$ cat src/rtl/regfile_sb_pkg.sv
// Shared defaults and write-mode encodings for the scoreboarded register file.
package regfile_sb_pkg;

    localparam int WIDTH        = 32;
    localparam int REG_ADDR_LEN = 5;
    localparam int NUM_REGS     = 32;

    localparam logic [1:0] WR_MODE_WORD = 2'd0;
    localparam logic [1:0] WR_MODE_HALF = 2'd1;
    localparam logic [1:0] WR_MODE_BYTE = 2'd2;

endpackage

$ cat src/rtl/regfile_wr_fmt.sv
// Write-data formatter: word/half/byte selection with zero or sign extension.
// Feeds both the array write port and the same-cycle read forwarding path.
module regfile_wr_fmt #(
    parameter int WIDTH = 32
) (
    input  logic [1:0]       mode,
    input  logic             sext,
    input  logic [WIDTH-1:0] data,
    output logic [WIDTH-1:0] fmt,
    output logic             ok
);
    import regfile_sb_pkg::*;

    always_comb begin
        fmt = data;
        ok  = 1'b1;
        unique case (mode)
            WR_MODE_WORD: fmt = data;
            WR_MODE_HALF: fmt = {{(WIDTH-16){sext & data[15]}}, data[15:0]};
            WR_MODE_BYTE: fmt = {{(WIDTH-8){sext & data[7]}}, data[7:0]};
            default:      ok  = 1'b0;
        endcase
    end

endmodule

$ cat src/rtl/regfile_sb.sv
// Multi-read-port register file with per-register busy scoreboard.
// Define REGFILE_BYPASS_EN for same-cycle write-to-read forwarding.
module regfile_sb #(
    parameter int WIDTH    = regfile_sb_pkg::WIDTH,
    parameter int NUM_REGS = regfile_sb_pkg::NUM_REGS,
    parameter int ADDR_LEN = regfile_sb_pkg::REG_ADDR_LEN,
    parameter int NUM_RD   = 2
) (
    input  logic                       clk,
    input  logic                       rst,
    input  logic [NUM_RD-1:0]          rd_en,
    input  logic [NUM_RD*ADDR_LEN-1:0] rd_addr,
    output logic [NUM_RD*WIDTH-1:0]    rd_data,
    output logic [NUM_RD-1:0]          rd_valid,
    output logic [NUM_RD-1:0]          rd_busy,
    input  logic                       wr_en,
    input  logic [ADDR_LEN-1:0]        wr_addr,
    input  logic [WIDTH-1:0]           wr_data,
    input  logic [1:0]                 wr_mode,
    input  logic                       wr_sext,
    input  logic                       rsv_en,
    input  logic [ADDR_LEN-1:0]        rsv_addr,
    output logic [NUM_REGS-1:0]        busy_vec
);
    import regfile_sb_pkg::*;

    logic [WIDTH-1:0]    regs [NUM_REGS];
    logic [NUM_REGS-1:0] busy;
    logic [NUM_REGS-1:0] busy_nx;
    logic [WIDTH-1:0]    wr_fmt;
    logic                fmt_ok;
    logic                wr_ok;
    logic                rsv_ok;
    logic [WIDTH-1:0]    rdat_nx [NUM_RD];
    logic [NUM_RD-1:0]   rbsy_nx;
    logic [ADDR_LEN-1:0] ra;

    function automatic logic live(input logic [ADDR_LEN-1:0] a);
        return (a != '0) && (32'(a) < 32'(NUM_REGS));
    endfunction

    regfile_wr_fmt #(.WIDTH(WIDTH)) u_fmt (
        .mode (wr_mode),
        .sext (wr_sext),
        .data (wr_data),
        .fmt  (wr_fmt),
        .ok   (fmt_ok)
    );

    assign wr_ok    = wr_en && fmt_ok && live(wr_addr);
    assign rsv_ok   = rsv_en && live(rsv_addr);
    assign busy_vec = busy;

    // Reserve is applied after the clear: it marks a newer producer.
    always_comb begin
        busy_nx = busy;
        if (wr_ok)
            busy_nx[wr_addr] = 1'b0;
        if (rsv_ok)
            busy_nx[rsv_addr] = 1'b1;
        busy_nx[0] = 1'b0;
    end

    always_comb begin
        ra = '0;
        for (int p = 0; p < NUM_RD; p++) begin
            ra         = rd_addr[p*ADDR_LEN +: ADDR_LEN];
            rdat_nx[p] = '0;
            rbsy_nx[p] = 1'b0;
            if (live(ra)) begin
                rdat_nx[p] = regs[ra];
                rbsy_nx[p] = busy[ra];
            end
`ifdef REGFILE_BYPASS_EN
            if (wr_ok && wr_addr == ra) begin
                rdat_nx[p] = wr_fmt;
                rbsy_nx[p] = busy_nx[ra];
            end
`endif
        end
    end

    always_ff @(posedge clk or posedge rst) begin
        if (rst) begin
            for (int i = 0; i < NUM_REGS; i++)
                regs[i] <= '0;
            busy <= '0;
        end else begin
            if (wr_ok)
                regs[wr_addr] <= wr_fmt;
            busy <= busy_nx;
        end
    end

    always_ff @(posedge clk or posedge rst) begin
        if (rst) begin
            rd_data  <= '0;
            rd_valid <= '0;
            rd_busy  <= '0;
        end else begin
            for (int p = 0; p < NUM_RD; p++) begin
                rd_valid[p] <= rd_en[p];
                if (rd_en[p]) begin
                    rd_data[p*WIDTH +: WIDTH] <= rdat_nx[p];
                    rd_busy[p]                <= rbsy_nx[p];
                end
            end
        end
    end

endmodule

$ cat config.mk
export PLATFORM = sky130hd
export DESIGN_NAME = regfile_sb
export DESIGN_NICKNAME = d
export VERILOG_FILES = /design/src/rtl/regfile_sb_pkg.sv /design/src/rtl/regfile_wr_fmt.sv /design/src/rtl/regfile_sb.sv
export SDC_FILE = /design/constraint.sdc
export NUM_CORES = 2
export LEC_CHECK = 0
export BUFFER_PORTS_ARGS = -buffer_cell sky130_fd_sc_hd__clkbuf_2
export CORE_MARGIN = 3
export CORE_UTILIZATION = 55
export DETAILED_ROUTE_END_ITERATION = 8
export PLACE_DENSITY = 0.78
export SETUP_SLACK_MARGIN = 0.1
export SYNTH_ARGS = -nofsm -noshare
export SYNTH_HDL_FRONTEND = slang
export SYNTH_SLANG_ARGS = --single-unit
$ cat constraint.sdc
create_clock -name clk -period 51.5 [get_ports clk]
set_clock_uncertainty 0.05 [all_clocks]
set_input_delay 2.575 -clock clk [delete_from_list [all_inputs] [get_ports clk]]
set_output_delay 2.575 -clock clk [all_outputs]
set_load 0.01 [all_outputs]
==> impl_metrics.yaml <==
yosys:
  synthFlopType: "dfrtp_1"
  synth-simple-area-share_pct: 7.14
  synth_area_um2: 57700
  synth_seq_cells: 1123
  synth_mux_area_share_pct: 27.0
  postSynthAreaPerCell_um2: 11.4
  synth-edff-count: 0
  syn-num-nets: 5112
  synthCells: 5048
  synth_cell_type_count: 53
  synth_compound_area_share_pct: 12.9
  async_flop_share_pct: 100
  seq_area_frac_synth_pct: 48.7
  synth-xor-area-share_pct: 0
  synth_top_family_by_area: "multiplexers"
  yosysWarnings: 0
  synth_fa_ha_area_share_pct: 0.0650
sta:
  finalMaxSlewViolations: 0
  rsz0062_at_grt: "no"
  hold_slack_ps: 345
  hold_viol: 0
  timing.setup.tns_ps: 0
  relSlewSlack_pct: 7.56
  max_clock_freq_ghz: 0.166
  period_share_pct: 11.7
  period_minus_slack_ps: 6030
  worstMarginPinSlew_ps: 1390
  setup_viol_count_final: 0
worst_setup_path:
  crit_arrival_ps: 6670
  worst-path-buf-inv: 6
  worstPathMaxFanout: 176
  critical_path.slowest_cell: "buf_4"
  path_cells: "clkbuf_2 > inv_8 > buf_12 > buf_12 > buf_4 > buf_4"
  rrSetupSlack_ps: 48990
  crit_family: "buffers and inverters"
  endpoint_kind: "async pin"
  required_ps: 52140
  critical_path.startpoint_type: "input pin"
  critical_path_class: "in2async"
  slowest_delay_ps: 850
final_layout:
  syn2layout_area_growth_pct: 9.45
  fill_cells: 7902
  multi_input_comb_area_um2: 27600
  drive_gt1_share_pct: 24.3
  regArea_um2: 28100
  layout.nets: 4937
  final_common_cell: "dfrtp_1"
  final_util_pct: 60.9
  layout_common_cells: "dfrtp_1, a21oi_1, nor2_1, mux2i_1, nand2_1"
run_status:
  status: "finished, final reports clean"
floorplanning:
  pin_count: 161
  fp.dieH_um: 330
  die_x_um: 330
  die_area_um2: 109000
  rows: 118
  coreArea_um2: 104000
  initial_utilization_pct: 55.6
placed_design:
  portBuffers: 159
  gp_congestion: 0.842
  dp_hpwl_mm: 105
detailed_routing:
  drt-wirelength-per-cell_um: 30.4
  drt_pre_antenna_iters: 7
  ant_nets: 0
  drt_wl_total_mm: 193
  vias: 44900
  drt_iter0_markers: 6625
  via_per_inst: 7.07
  drc: 0
clock_network:
  clk_latency_ps: 710
  path_clk_slew_ps: 60
  cts_setup_buffers: 0
  cts_buffers: 109
  postCtsHoldBufs: 0
  root_buffer: "clkbuf_16"
  htree_levels: 3
  clockBufferDepth: 3
  cts_tree: "done"
  cts_resized: 0
  clock_sinks: 1123
grt:
  antenna_found_initial: 4
  grt_max_degree: 177
  grt_pass1_wl_mm: 287
  gr-total-overflow: 0
  grt_usage_pct: 35.5
  grt_pass1_vias: 44800
power_and_ir_drop:
  ir_worst_vdd_v: 0.0000315
  power_density_nw_per_um2: 41.3
  power_w: 0.00261
  p_leak_nw: 27.8
worst_hold_path:
  hp-class: "reg2reg"
flow_run:
  maxCapViolCount: 0
path summary, 6_finish.rpt:
path                                        startpoint                      end  depth (start not counted)
worst max-delay path                               rst    regs[409]$_DFFE_PP0P_                          6
worst min-delay path            regs[1012]$_DFFE_PP0P_   regs[1012]$_DFFE_PP0P_                          0
worst max register to register  busy_vec[15]$_DFF_PP0_   rd_busy[0]$_DFFE_PP0P_                          4
worst min register to register  regs[1012]$_DFFE_PP0P_   regs[1012]$_DFFE_PP0P_                          0
max in group clk                            rd_addr[5]  rd_data[53]$_DFFE_PP0P_                          8
min in group asynchronous                          rst    regs[134]$_DFFE_PP0P_                          2
worst reg2reg max path, delay by kind of cell (launching register included):
family	cells	cell delay [ps]
AOI/OAI and AO/OA	2	970
DFF	1	530
muxes	2	800
where the power goes:
group,leakage (nW),internal (W),switching (W)
clock,1.95,0.000522,0.000358
combinational,11.4,0.000264,0.000269
sequential,14.4,0.00105,0.000144
registers in the layout, indices dropped and copies added (netlist names):
register  flops
regs       1024
rd_busy       2
rd_valid      2
busy_vec     31
rd_data      64
per-layer routing:
layer	vias to the layer above	track usage (%)	wire [µm]
met3	833	12.9	27000
met1	22600	46.1	69100
met4	8	19.4	12100
li1	18100	-	-
met5	-	0.488	109
met2	3347	52.0	84900
synth_stat cells, types with 28 or more instances:
cell type / n / share of area, %
o21ai_0: 314 / 2.7
nor2b_1: 47 / 0.51
nor2_1: 455 / 3.0
a211oi_1: 35 / 0.46
a31oi_1: 33 / 0.36
clkbuf_1: 401 / 2.6
nand2_1: 398 / 2.6
buf_2: 99 / 0.86
nand3_1: 67 / 0.58
a211o_1: 32 / 0.49
mux2i_1: 419 / 7.3
a21oi_1: 524 / 4.5
o22ai_1: 78 / 0.85
a22oi_1: 153 / 2.0
buf_1: 28 / 0.18
dfrtp_1: 1123 / 49
mux2_2: 289 / 5.6
mux4_2: 362 / 14
a32oi_1: 30 / 0.46
stage by stage:
stage	cells	instance area (µm²)	setup slack (ps)
2_1_floorplan	5048	57700	17250
3_3_place_gp	6142	59200	44800
3_5_place_dp	6142	59200	44800
4_1_cts	6347	63200	45520
5_1_grt	6347	63200	45000
6_report	6349	63200	45470
layout make-up:
type | instances | share of cell area (%)
antenna | 2 | 0.00792
clock buffer | 157 | 5.08
clock inverter | 48 | 1.14
inverter | 24 | 0.154
multi-input combinational | 3348 | 43.7
sequential | 1123 | 44.5
tap | 1380 | 2.73
timing repair buffer | 267 | 2.72
logic make-up (layout without fill, tap and decap cells):
| kind of cell | count (synthesis) | in the layout |
|---|---|---|
| compound gates | 1263 | 1263 |
| flops | 1123 | 1123 |
| mux | 1070 | 1070 |
| simple gates | 1011 | 1011 |
| buf+inv | 577 | 496 |
| fa+ha+maj | 3 | 3 |
| other cells | 1 | 3 |
No activity file was read; power rests on OpenSTA's default activity.
